**src/rtl/preg_free_list_pkg.sv**
```systemverilog
// Shared physical-register constants and types for rename, ROB and the free list.
// Imported by every block that handles physical tags.
package preg_free_list_pkg;

    localparam int PREG_WIDTH = 6;
    localparam int AREG_WIDTH = 5;
    localparam int NUM_PREG   = 64;
    localparam int NUM_AREG   = 32;
    localparam int DEPTH      = NUM_PREG - NUM_AREG;
    localparam int PTR_W      = $clog2(DEPTH) + 1;

    typedef logic [PREG_WIDTH-1:0] preg_t;
    typedef logic [PTR_W-1:0]      ptr_t;

    localparam preg_t PREG_ZERO = '0;

endpackage

```
**src/rtl/preg_free_list_circ_ptr.sv**
```systemverilog
// Circular-queue pointer with wrap bit in the MSB.
// Load has priority over increment.
module preg_free_list_circ_ptr
    import preg_free_list_pkg::*;
#(
    parameter ptr_t RST_VAL = '0
) (
    input  logic clk,
    input  logic rst,
    input  logic inc,
    input  logic load,
    input  ptr_t load_val,
    output ptr_t ptr
);

    ptr_t ptr_q;
    ptr_t ptr_d;

    always_comb begin
        ptr_d = ptr_q;
        if (load) begin
            ptr_d = load_val;
        end else if (inc) begin
            ptr_d = ptr_q + ptr_t'(1);
        end
    end

    always_ff @(posedge clk) begin
        if (rst) begin
            ptr_q <= RST_VAL;
        end else begin
            ptr_q <= ptr_d;
        end
    end

    assign ptr = ptr_q;

endmodule

```
**src/rtl/preg_free_list.sv**
```systemverilog
// Physical register free list: circular queue of free tags, one grant
// and one release per cycle, single head checkpoint for mispredict recovery.
module preg_free_list
    import preg_free_list_pkg::*;
(
    input  logic                  clk,
    input  logic                  rst,
    input  logic                  alloc_req,
    output logic                  alloc_gnt,
    output logic [PREG_WIDTH-1:0] alloc_preg,
    input  logic                  rel_valid,
    input  logic [PREG_WIDTH-1:0] rel_preg,
    input  logic                  ckpt_save,
    input  logic                  ckpt_restore,
    output logic                  stall,
    output logic [PREG_WIDTH-1:0] free_count,
    output logic                  rel_err
);

    localparam ptr_t TAIL_RST = ptr_t'(DEPTH);

    preg_t mem_q [DEPTH];
    preg_t mem_d [DEPTH];

    ptr_t head;
    ptr_t tail;
    ptr_t count;
    ptr_t saved_head_q;
    ptr_t saved_head_d;
    logic rel_err_q;
    logic rel_err_d;

    logic empty;
    logic full;
    logic rel_ok;
    logic rel_bad;

    assign count = tail - head;
    assign empty = (count == '0);
    assign full  = (count == ptr_t'(DEPTH));

    assign alloc_gnt  = alloc_req & ~empty & ~ckpt_restore;
    assign stall      = alloc_req & empty & ~ckpt_restore;
    assign alloc_preg = mem_q[head[PTR_W-2:0]];

    // x0 is hard-wired and never enters the queue.
    assign rel_ok  = rel_valid & ~full & (rel_preg != PREG_ZERO);
    assign rel_bad = rel_valid & (full | (rel_preg == PREG_ZERO));

    preg_free_list_circ_ptr #(
        .RST_VAL ('0)
    ) u_head (
        .clk      (clk),
        .rst      (rst),
        .inc      (alloc_gnt),
        .load     (ckpt_restore),
        .load_val (saved_head_q),
        .ptr      (head)
    );

    preg_free_list_circ_ptr #(
        .RST_VAL (TAIL_RST)
    ) u_tail (
        .clk      (clk),
        .rst      (rst),
        .inc      (rel_ok),
        .load     (1'b0),
        .load_val ('0),
        .ptr      (tail)
    );

    always_comb begin
        mem_d = mem_q;
        if (rel_ok) begin
            mem_d[tail[PTR_W-2:0]] = rel_preg;
        end
    end

    always_comb begin
        saved_head_d = saved_head_q;
        if (ckpt_save && !ckpt_restore) begin
            saved_head_d = head + ptr_t'(alloc_gnt);
        end
    end

    assign rel_err_d = rel_err_q | rel_bad;

    always_ff @(posedge clk) begin
        if (rst) begin
            for (int i = 0; i < DEPTH; i++) begin
                mem_q[i] <= preg_t'(NUM_AREG + i);
            end
            saved_head_q <= '0;
            rel_err_q    <= 1'b0;
        end else begin
            mem_q        <= mem_d;
            saved_head_q <= saved_head_d;
            rel_err_q    <= rel_err_d;
        end
    end

    assign free_count = PREG_WIDTH'(count);
    assign rel_err    = rel_err_q;

endmodule

```
**config.mk**
```make
export PLATFORM = sky130hd
export DESIGN_NAME = preg_free_list
export DESIGN_NICKNAME = d
export VERILOG_FILES = /design/src/rtl/preg_free_list_pkg.sv /design/src/rtl/preg_free_list_circ_ptr.sv /design/src/rtl/preg_free_list.sv
export SDC_FILE = /design/constraint.sdc
export NUM_CORES = 1
export LEC_CHECK = 0
export CAP_MARGIN = 15
export CORE_ASPECT_RATIO = 1.25
export CORE_MARGIN = 5
export CORE_UTILIZATION = 54
export CTS_BUF_LIST = sky130_fd_sc_hd__clkbuf_8
export DETAILED_ROUTE_END_ITERATION = 10
export PLACE_DENSITY = 0.71
export SYNTH_ARGS = -nofsm -noshare
export SYNTH_HDL_FRONTEND = slang
export SYNTH_SLANG_ARGS = --single-unit
```
**constraint.sdc**
```tcl
create_clock -name clk -period 4.6 [get_ports clk]
set_input_delay 1.38 -clock clk [delete_from_list [all_inputs] [get_ports clk]]
set_output_delay 1.38 -clock clk [all_outputs]
set_load 0.01 [all_outputs]
```
# == Word-level counts from Yosys, hierarchy flattened ==
# Cells that the tools add are included.
# op_classes
n_addsub,4
multipliers,0
n_div,0
order_cmp,3
n_eq_ne,1
n_shift,0
n_mux,8
n_bitwise,14
n_reduce_logical,7
# op_table
cell,count
192-bit bitwise mux,1
6-bit binary-select mux with 5-bit select,1
6-bit demux with 5-bit select,1
6-bit 2-to-1 mux,5
"6-bit by 1-bit adder with 6-bit output, second input constant",2
"6-bit >= comparator, second input constant",2
6-bit logical NOT,2
5-bit inverter with 6-bit output,2
1-bit AND,7
6-bit by 1-bit adder with 6-bit output,1
"6-bit equality test, second input constant",1
"6-bit by 1-bit < comparator with 1-bit output, second input constant",1
6-bit nonzero test,1
6-bit subtractor,1
1-bit inverter,3
1-bit logical AND,2
1-bit OR,2
2-bit nonzero test,1
1-bit logical NOT,1
# word_totals
ff_bits,211
latch_bits,0
ram_bits,0
romBits,0
in_bits,12
n_memories,0

# == Longest topological paths before layout ==
# Gate-level depths: netlist of run 1.
# logic_depth
ltp_word,7
depth_mapped,15
depth_no_buf,13

# == Hierarchy ==
# Synthesis of run 1 repeated with hierarchy kept, for this count alone.
# unflattened
cells_unflattened,950
area_unflattened_um2,10159.7
# by_module_without_submodules
mod,instances,cells_per_inst,area_per_inst_um2
preg_free_list,1,885,9545.4
preg_free_list_circ_ptr at u_tail,1,33,315.3
preg_free_list_circ_ptr at u_head,1,32,299.0

# == Least setup slack after synthesis of run 1 ==
# No wires, ideal clock.
# synth_path
kind,flip-flop to output port
start,"reg u_head.ptr_q[2], in the netlist u_head.ptr[2]"
end,out alloc_gnt
arrival_time_ns,2.629
setup_slack_ns,0.591
path_stages_with_launch,11
path_buffers,3
cell_sequence,dfxtp_1 -> clkbuf_1 -> clkbuf_1 -> inv_1 -> ha_1 -> o21ai_0 -> a2111oi_2 -> or2_1 -> o41ai_1 -> buf_2 -> nor2_1
# synth_via
elab_chain_cells,5
# synth_lines
element,line,source
start: declaration,preg_free_list_circ_ptr.sv:16,ptr_t ptr_q;
start signal: assignment,preg_free_list_circ_ptr.sv:32,ptr_q <= ptr_d;
6-bit subtractor,preg_free_list.sv:38,assign count = tail - head;
6-bit logical NOT,preg_free_list.sv:39,assign empty = (count == '0);
1-bit inverter,preg_free_list.sv:42,assign alloc_gnt = alloc_req & ~empty & ~ckpt_restore;
1-bit AND (2 in series),preg_free_list.sv:42,
end: declaration,preg_free_list.sv:9,"output logic alloc_gnt,"
# No other way between the ends.

# == Worst setup path after layout of run 1 ==
# layout_path
start,"reg u_tail.ptr_q[0], in the netlist u_tail.ptr[0]"
end,out stall
# layout_via
elab_chain_cells,4
# layout_lines
element,line,source
start: declaration,preg_free_list_circ_ptr.sv:16,
start signal: assignment,preg_free_list_circ_ptr.sv:32,
6-bit subtractor,preg_free_list.sv:38,
6-bit logical NOT,preg_free_list.sv:39,
1-bit AND (2 in series),preg_free_list.sv:43,assign stall = alloc_req & empty & ~ckpt_restore;
end: declaration,preg_free_list.sv:15,"output logic stall,"
# No other way between the ends.

==> impl_metrics.toml, run 1 <==
[placed_design]
gp_congestion = 0.875
pre_cts_ws_ns = 0.336
hpwl_mm = 19.3
place_area_mm2 = 0.0109
io_buffers = 26

[cts]
clock-sinks = 211
htree_levels = 2
clk_latency_ns = 0.55
clk_path_buf_depth = 3
cts_tree = "built"
cts_inserted_buffers = 34
cts_root_buffer = "clkbuf_8"
clk_pin_slew_ns = 0.07
hold_buffers = 0

[timing]
finalMaxSlewViolations = 0
setup_violations = 0
hold_viol_final = 0
period_share_pct = 97.9
setup_ws_ns = 0.0975
relSlewSlack_pct = 33.8
layout_min_cycle_time_ns = 4.50
clock_skew_ns = 0.0345
fmax_mhz = 222
worst_pin_slew_ns = 0.989

[global_routing]
grt_pass1_wl_mm = 50.3
grt_usage_pct = 27.8
grt_pass1_vias = 9216
grt_overflow = 0
grt_max_degree = 80
antenna_found_initial = 0

[drt]
firstDrtPassIters = 5
postRouteAntennaNets = 0
dr_total_vias = 9569
routed_wirelength_mm = 31.1
dr.first_iter.drc_count = 1271
drc = 0
post_drt_wl_per_cell_um = 21.4
viasPerCell = 6.60

[yosys]
yosysSeqAreaShare_pct = 40.4
synth.avg_cell_area_um2 = 8.65
synth.distinct_cells = 53
synthFlopType = "dfxtp_1"
synth_edf_count = 0
syn_nets = 1235
syn_area_mm2 = 0.0105
ys_seq_elements = 211
ys_warn_count = 0
async_flop_share_pct = 0
syn_inst = 1210

[hold_path]
min_from = "rel_err"
hold_class = "flip-flop to flip-flop"

[worst_setup_path]
path_cells = "inv_1 > ha_1 > fa_1 > inv_1 > nor4_2 > mux2i_2 > nor3_1 > and3_1 > clkdlybuf4s50_1"
criticalPathCategory = "flip-flop to primary output"
worstPathMaxFanout = 6
r2r-start = "u_tail.ptr[0]"
arrival_ns = 3.12
cp_slowest_stage_delay_ns = 0.53
crit_top_cell = "inv_1"
cp_top_family = "buffers and inverters"
required_ns = 3.22
start_kind = "flip-flop"
slowest_stage = "clkdlybuf4s50_1"
crit_path_start = "u_tail.ptr[0]"
end_kind = "primary output"
timing.critical_path.buf_inv = 3

[pwr]
peakVddDrop_mv = 0.173
power.internal_w = 0.00291
power_density_mw_per_mm2 = 350
seqPwrFrac_pct = 46.2
clkPwrFrac_pct = 39.8
p_leak_nw = 3.73
total_power_w = 0.00404
p_comb_share_pct = 13.9
p_switching_w = 0.00114
p_sw_share_pct = 28.1

[run_status]
outcome = "finished, final reports clean"

[floorplanning]
die_w_um = 135
core_area_mm2 = 0.0193
fp.dieH_um = 166
die_area_mm2 = 0.0223
start_util_pct = 54.4
num_io_pins = 27
row_count = 57

[finish]
final_area_mm2 = 0.0116
fin_nets = 1218
area_growth_pct = 10.5
insertedDiodeCount = 0
drive_gt1_share_pct = 14.1

[job]
drv_cap = 0
power groups by stage:
stage,logic [W],clock network (W),registers (W)
final,0.000564,0.00161,0.00187
after global routing,0.000599,0.00173,0.00187
after CTS,0.000544,0.00164,0.00187
after detailed placement,0.000542,0,0.00191
after global placement,0.000540,0,0.00191
after floorplan,0.000371,0,0.00190
layout make-up:
type | count | area, µm²
timing repair buffer | 71 | 636
clock buffer | 44 | 606
tap | 236 | 295
inverter | 19 | 76.3
fill | 1733 | 7690
sequential | 211 | 4230
clock inverter | 13 | 60.1
multi-input combinational | 856 | 5660
cell families (layout without fill, tap and decap cells):
family	Yosys count	in the layout	synth area share, %
AO/OA/AOI/OAI	306	306	15.8
AND/OR/NAND/NOR	460	460	21.9
XOR/XNOR	10	10	0.909
multiplexers	67	67	13.6
adder cells (fa/ha/maj)	13	13	1.63
buffers and inverters	143	147	5.87
flip-flops	211	211	40.4
layer usage:
| layer | track usage, % | vias up | routed length [µm] |
|---|---|---|---|
| met3 | 4.52 | 70 | 2450 |
| li1 | - | 4432 | - |
| met2 | 45.4 | 415 | 15200 |
| met1 | 37.2 | 4652 | 12500 |
| met5 | 0 | - | 0 |
| met4 | 10.1 | 0 | 981 |
state kept, by name (all words and copies together), names as in the netlist:
signal	flops
mem_q	192
rel_err	1
saved_head_q	6
u_head.ptr	6
u_tail.ptr	6
worst reg2reg max path: stages (launching register included):
cell	delay (ns)
dfxtp_2	0.38
inv_1	0.10
ha_1	0.21
fa_1	0.39
xnor2_1	0.36
nor4_2	0.09
mux2i_2	0.25
buf_4	0.19
a211o_4	0.58
buf_4	0.70
nand3_1	0.18
a21oi_1	0.16
final timing paths:
check               to  slack, ns  cells after the start
max              stall        0.1                      9
min            rel_err       0.45                      2
max reg2reg  mem_q[87]       0.96                     11
min reg2reg    rel_err       0.45                      2
timing repair:
action / 4_1_cts / 5_1_grt
endpoints found under the setup margin: 0 / 2
resized for setup: 0 / 8
setup buffers: 0 / 1
through the flow:
step,hold slack (ns),cells,setup TNS [ns],util [%]
after floorplan,0.430,1210,0,-
after global placement,0.438,1392,0,56.4
after detailed placement,0.448,1392,0,56.4
after CTS,0.457,1449,0,59.9
after global routing,0.482,1450,-0.0738,60.1
final,0.452,1450,0,60.1
Yosys cell counts (3+ instances only):
library cell	instances	area share [%]
buf_2	25	1.2
nor2_1	27	0.97
nand2b_1	3	0.18
buf_4	3	0.22
a211o_1	6	0.50
xnor2_1	7	0.59
nor3_1	33	1.6
a21oi_1	87	4.2
and3_1	9	0.54
a211oi_1	7	0.50
mux4_2	60	13
o31ai_1	4	0.29
or3_1	4	0.24
buf_1	20	0.72
buf_6	3	0.32
nand2_1	36	1.3
dfxtp_1	211	40
clkbuf_2	10	0.48
nand3_1	323	15
inv_1	17	0.61
o21ai_0	188	9.0
mux2i_1	6	0.57
clkbuf_1	63	2.3
and2_1	6	0.36
or4_1	4	0.29
nor4_1	3	0.18
ha_1	12	1.4
cells in the final DEF, fill, tap and decap left out, types with 5 or more instances in the layout:
cell,n
nand3_1,323
dfxtp_1,208
o21ai_0,188
a21oi_1,87
mux4_2,60
clkbuf_8,44
buf_4,43
nand2_1,36
nor3_1,33
inv_1,27
nor2_1,26
clkdlybuf4s50_1,24
ha_1,11
and3_1,9
xnor2_1,7
a211oi_1,7
and2_1,6
a211o_1,6
mux2i_1,5
Note: power is estimated with default switching activity, not from simulation.
==> inputs of run 2 (changes only) <==
- PLACE_DENSITY: 0.71 -> unset
- PLACE_DENSITY_LB_ADDON: unset -> 0.08
==> run 2 against run 1 <==
Net effect: first-iteration DRC count increased by 1.7%; die area unchanged; clock-buffer cell count decreased by 1; cell area increased by 1.1%; sequential share of layout area decreased by 0.37 points; routed wire length increased by 5.3%; non-clock buffer count decreased by 2; clock power increased by 11%; setup slack improved by 0.087 ns; cell count increased by 0.14%; global-route usage increased by 1.3 points; core utilization increased by 0.66 points; critical endpoint is now alloc_preg[4].
==> impl_metrics.toml, run 2 (same netlist as run 1, synthesis figures left out) <==
[run_status]
outcome = "finished, final reports clean"

[finish]
fin_nets = 1218
final_cell_mix = "323 x nand3_1, 206 x dfxtp_1, 188 x o21ai_0"
largest_reg_flops = 192
final_common_cell = "nand3_1"
instances_no_fill = 1452
area_growth_pct = 11.7
top_register = "mem_q"
insertedDiodeCount = 0
final_area_mm2 = 0.0117
drive_gt1_share_pct = 14.1

[global_routing]
grt_max_degree = 193
grt_pass1_vias = 9120
grt_pass1_wl_mm = 52.0
busiest_layer = "met2"
grt_use_met3_pct = 5.22
grt_overflow = 0
grt_usage_pct = 29.0
grt_util_met1_pct = 40.7
use_met2_pct = 45.1
antenna_found_initial = 0

[drt]
routed_wirelength_mm = 32.8
postRouteAntennaNets = 0
dr.first_iter.drc_count = 1292
firstDrtPassIters = 8
post_drt_wl_per_cell_um = 22.6
viasPerCell = 6.69
drc = 0
dr_total_vias = 9720

[floorplanning]
num_io_pins = 27
core_area_mm2 = 0.0193
start_util_pct = 54.4
row_count = 57
die_area_mm2 = 0.0223
die_w_um = 135
fp.dieH_um = 166

[timing]
period_share_pct = 96.0
relSlewSlack_pct = 37.7
fmax_mhz = 226
layout_min_cycle_time_ns = 4.42
finalMaxSlewViolations = 0
setup_tns_ns = 0
clock_skew_ns = 0.0251
setup_ws_ns = 0.184
worst_pin_slew_ns = 0.935
setup_violations = 0
hold_viol_final = 0
rsz0062_at_grt = "no"

[cts]
cts_tree = "built"
cts_inserted_buffers = 36
clock-sinks = 211
htree_levels = 2
clk_latency_ns = 0.54
hold_buffers = 0
clk_pin_slew_ns = 0.07
clk_path_buf_depth = 3
cts_root_buffer = "clkbuf_8"

[worst_setup_path]
start_kind = "flip-flop"
criticalPathCategory = "flip-flop to primary output"
arrival_ns = 3.04
required_ns = 3.22
worstPathMaxFanout = 13
end_kind = "primary output"

[pwr]
peakVddDrop_mv = 0.268
total_power_w = 0.00424
p_leak_nw = 3.81
power_density_mw_per_mm2 = 363

[placed_design]
place_area_mm2 = 0.0108
io_buffers = 26
gp_congestion = 0.878
hpwl_mm = 20.2
pre_cts_ws_ns = 0.484
place_inst = 1383

[hold_path]
hold_class = "flip-flop to flip-flop"

[job]
drv_cap = 0
[run 2: per-layer routing]
metal  vias up  part of all wire, %
li1       4435                    -
met2       529                   46
met5         -                    0
met4         0                  3.7
met1      4669                   41
met3        87                  9.2
[run 2: worst paths after layout]
check,slack (ns),depth (start not counted),start,endpoint
min,0.45,2,rel_err,rel_err
min reg2reg,0.45,2,rel_err,rel_err
max reg2reg,0.95,11,u_tail.ptr[0],mem_q[1]
max,0.18,6,u_head.ptr[1],alloc_preg[4]
[run 2: stage by stage]
| stage | util, % | hold WS [ns] |
|---|---|---|
| global route | 60.7 | 0.488 |
| floorplan | - | 0.430 |
| finish | 60.7 | 0.449 |
| CTS | 60.2 | 0.450 |
| detailed placement | 56.2 | 0.439 |
| global placement | 56.2 | 0.437 |
[run 2: final cells by class]
class,count,area (µm²)
Fill cell,1677,7560
Multi-Input combinational cell,856,5670
Sequential cell,211,4230
Timing Repair Buffer,69,681
Clock buffer,43,592
Tap cell,236,295
Clock inverter,18,154
Inverter,19,72.6
[run 2: repair_timing]
item	4_1_cts	5_1_grt
setup endpoints to repair	8	6
resized for setup	0	9
hold endpoints to repair	0	0
setup buffers	1	7
pin swaps	0	2
[run 2: power breakdown]
part / switching [W] / total [W] / internal [W]
registers: 0.0000233 / 0.00187 / 0.00185
logic: 0.000366 / 0.000575 / 0.000209
clock network: 0.000781 / 0.00179 / 0.00101
[run 2: worst max-delay path, cell delays in order, from the launching register on]
cell and delay (ns):
dfxtp_2 0.56, buf_4 0.23, mux4_2 0.55, mux4_2 0.50, nand2_1 0.09, nand2_1 0.09, clkdlybuf4s50_1 0.49
==> inputs of run 3 (changes only) <==
--- a/config.mk
+++ b/config.mk
@@ -10,5 +10,5 @@
 export CORE_MARGIN = 5
 export CORE_UTILIZATION = 54
-export CTS_BUF_LIST = sky130_fd_sc_hd__clkbuf_8
+export CTS_BUF_LIST = sky130_fd_sc_hd__clkbuf_4
 export DETAILED_ROUTE_END_ITERATION = 10
 export PLACE_DENSITY_LB_ADDON = 0.08
==> constraint.sdc (replaced) <==
create_clock -name clk -period 4.6 [get_ports clk]
set_input_delay 0.92 -clock clk [delete_from_list [all_inputs] [get_ports clk]]
set_output_delay 0.92 -clock clk [all_outputs]
set_load 0.01 [all_outputs]
==> run 3 against run 2 <==
Net effect: hold slack got worse by 0.0010 ns; power shrank 4.4%; register-to-register slack better by 0.17 ns; global-route usage fell by 0.52 points; core utilization fell by 1.4 points; flip-flop and latch count unchanged; via count shrank 0.74%; first-iteration DRC count shrank 20%; critical endpoint is now alloc_gnt; largest power group unchanged.
==> impl_metrics.toml, run 3 (same netlist as run 1, synthesis figures left out) <==
[run_status]
outcome = "finished, final reports clean"

[timing]
period_share_pct = 96.0
fmax_mhz = 226
worst_pin_slew_ns = 0.998
clock_skew_ns = 0.0309
rsz0062_at_grt = "no"
finalMaxSlewViolations = 0
setup_violations = 0
layout_min_cycle_time_ns = 4.42
relSlewSlack_pct = 33.0
hold_viol_final = 0
setup_tns_ns = 0

[global_routing]
grt_pass1_vias = 9146
grt_overflow = 0
grt_pass1_wl_mm = 51.6
grt_max_degree = 111
grt_usage_pct = 28.5
antenna_found_initial = 1

[worst_setup_path]
crit_path_start = "u_tail.ptr[0]"
crit_cells = 10
path_cells = "inv_1 > ha_1 > fa_1 > nand2b_1 > o2bb2ai_1 > mux2i_2 > o41ai_2 > buf_4 > nor2_1 > clkdlybuf4s50_1"
start_kind = "flip-flop"
r2r_slack_ns = 1.12
cp_slowest_stage_delay_ns = 0.56
arrival_ns = 3.50
cp_top_family = "buffers and inverters"
worstPathMaxFanout = 11
r2r-start = "u_tail.ptr[0]"
end_kind = "primary output"
timing.critical_path.buf_inv = 3
criticalPathCategory = "flip-flop to primary output"
required_ns = 3.68
slowest_stage = "clkdlybuf4s50_1"
ff2ff_path_depth = 10

[hold_path]
hold_depth = 2
hold_class = "flip-flop to flip-flop"
min_from = "rel_err"

[cts]
clk_pin_slew_ns = 0.07
clock-sinks = 211
clk_latency_ns = 0.68
cts_inserted_buffers = 54
clk_path_buf_depth = 3
cts_root_buffer = "clkbuf_4"
cts_tree = "built"
htree_levels = 2
hold_buffers = 0

[placed_design]
gp_congestion = 0.857
hpwl_mm = 19.5
io_buffers = 26

[floorplanning]
core_area_mm2 = 0.0193
num_io_pins = 27
die_area_mm2 = 0.0223
fp.dieH_um = 166
row_count = 57
start_util_pct = 54.4
die_w_um = 135

[drt]
viasPerCell = 6.61
postRouteAntennaNets = 0
drc = 0
firstDrtPassIters = 5
dr_total_vias = 9648
post_drt_wl_per_cell_um = 22.0
dr.first_iter.drc_count = 1040
routed_wirelength_mm = 32.1

[pwr]
p_comb_share_pct = 13.8
p_leak_nw = 3.64
seqPwrFrac_pct = 46.0
total_power_w = 0.00406
p_switching_w = 0.00113
power_density_mw_per_mm2 = 355
peakVddDrop_mv = 0.189
p_sw_share_pct = 27.9
power.internal_w = 0.00292
clkPwrFrac_pct = 40.2

[finish]
largest_reg_flops = 192
fin_nets = 1218
final_cell_mix = "323 x nand3_1, 206 x dfxtp_1, 188 x o21ai_0"
drive_gt1_share_pct = 15.3
area_growth_pct = 9.19
fill_cells = 1748
top_register = "mem_q"
final_common_cell = "nand3_1"

[job]
drv_cap = 0
run 3: cell types whose count changed in the layout (fill, tap and decap cells not counted), sizes merged:
cell / previous run / this run
clkbuf: 43 / 79
buf: 44 / 26
inv: 29 / 16
clkinv: 3 / 7
clkdlybuf4s50: 23 / 25
dlymetal6s2s: 2 / 0
bufinv: 3 / 2
clkinvlp: 2 / 1
diode: 0 / 1
run 3: cell type report:
cell class / count / area [µm²] / share of cell area [%]
inverters: 19 / 76.3 / 0.668
clock inverters: 7 / 78.8 / 0.690
multi-input cells: 856 / 5670 / 49.6
diodes: 1 / 2.50 / 0.0219
flip-flops and latches: 211 / 4230 / 37.0
well taps: 236 / 295 / 2.58
clock buffers: 79 / 593 / 5.19
repair buffers: 51 / 483 / 4.23
run 3: final timing paths:
kind / to
hold reg to reg: rel_err
setup / recovery: alloc_gnt
setup reg to reg: mem_q[4]
hold / removal: rel_err
run 3: worst reg2reg max path, stage by stage, from the launching register on:
cell,delay (ns)
dfxtp_2,0.38
inv_1,0.10
ha_1,0.21
fa_1,0.43
nand2b_1,0.16
o2bb2ai_1,0.17
mux2i_2,0.38
buf_4,0.19
a211o_4,0.59
nand2_1,0.38
a211o_1,0.36
run 3: routing by layer:
layer / vias to the layer above / share of wire, % / wire [µm] / GRT usage (%)
met4: 0 / 1.8 / 565 / 7.04
met5: - / 0 / 0 / 0
met1: 4723 / 42 / 13600 / 39.8
met3: 44 / 7.2 / 2310 / 4.43
li1: 4468 / - / - / -
met2: 413 / 49 / 15700 / 46.7
run 3: power groups by stage:
stage | sequential, W | clock (W) | combinational (W)
3_5_place_dp | 0.00191 | 0 | 0.000539
4_1_cts | 0.00187 | 0.00166 | 0.000543
6_report | 0.00187 | 0.00163 | 0.000558
3_3_place_gp | 0.00191 | 0 | 0.000540
2_1_floorplan | 0.00190 | 0 | 0.000371
5_1_grt | 0.00187 | 0.00176 | 0.000595
run 3: what timing repair did:
| item | 4_1_cts | 5_1_grt |
|---|---|---|
| hold endpoints to repair | 0 | 0 |
| gates resized for setup | 1 | 7 |
| pin swaps | 0 | 0 |
| setup buffers | 0 | 1 |
| setup endpoints to repair | 1 | 2 |
run 3: per-stage QoR:
step / std cells / worst slack [ns] / util, % / hold slack (ns) / instance area [µm²]
5_1_grt: 1460 / 0.0174 / 59.4 / 0.468 / 11400
3_5_place_dp: 1372 / 0.730 / 55.6 / 0.440 / 10700
3_3_place_gp: 1372 / 0.793 / 55.6 / 0.433 / 10700
4_1_cts: 1458 / 0.000439 / 59.2 / 0.449 / 11400
2_1_floorplan: 1210 / 1.05 / - / 0.430 / 10500
6_report: 1460 / 0.184 / 59.4 / 0.448 / 11400
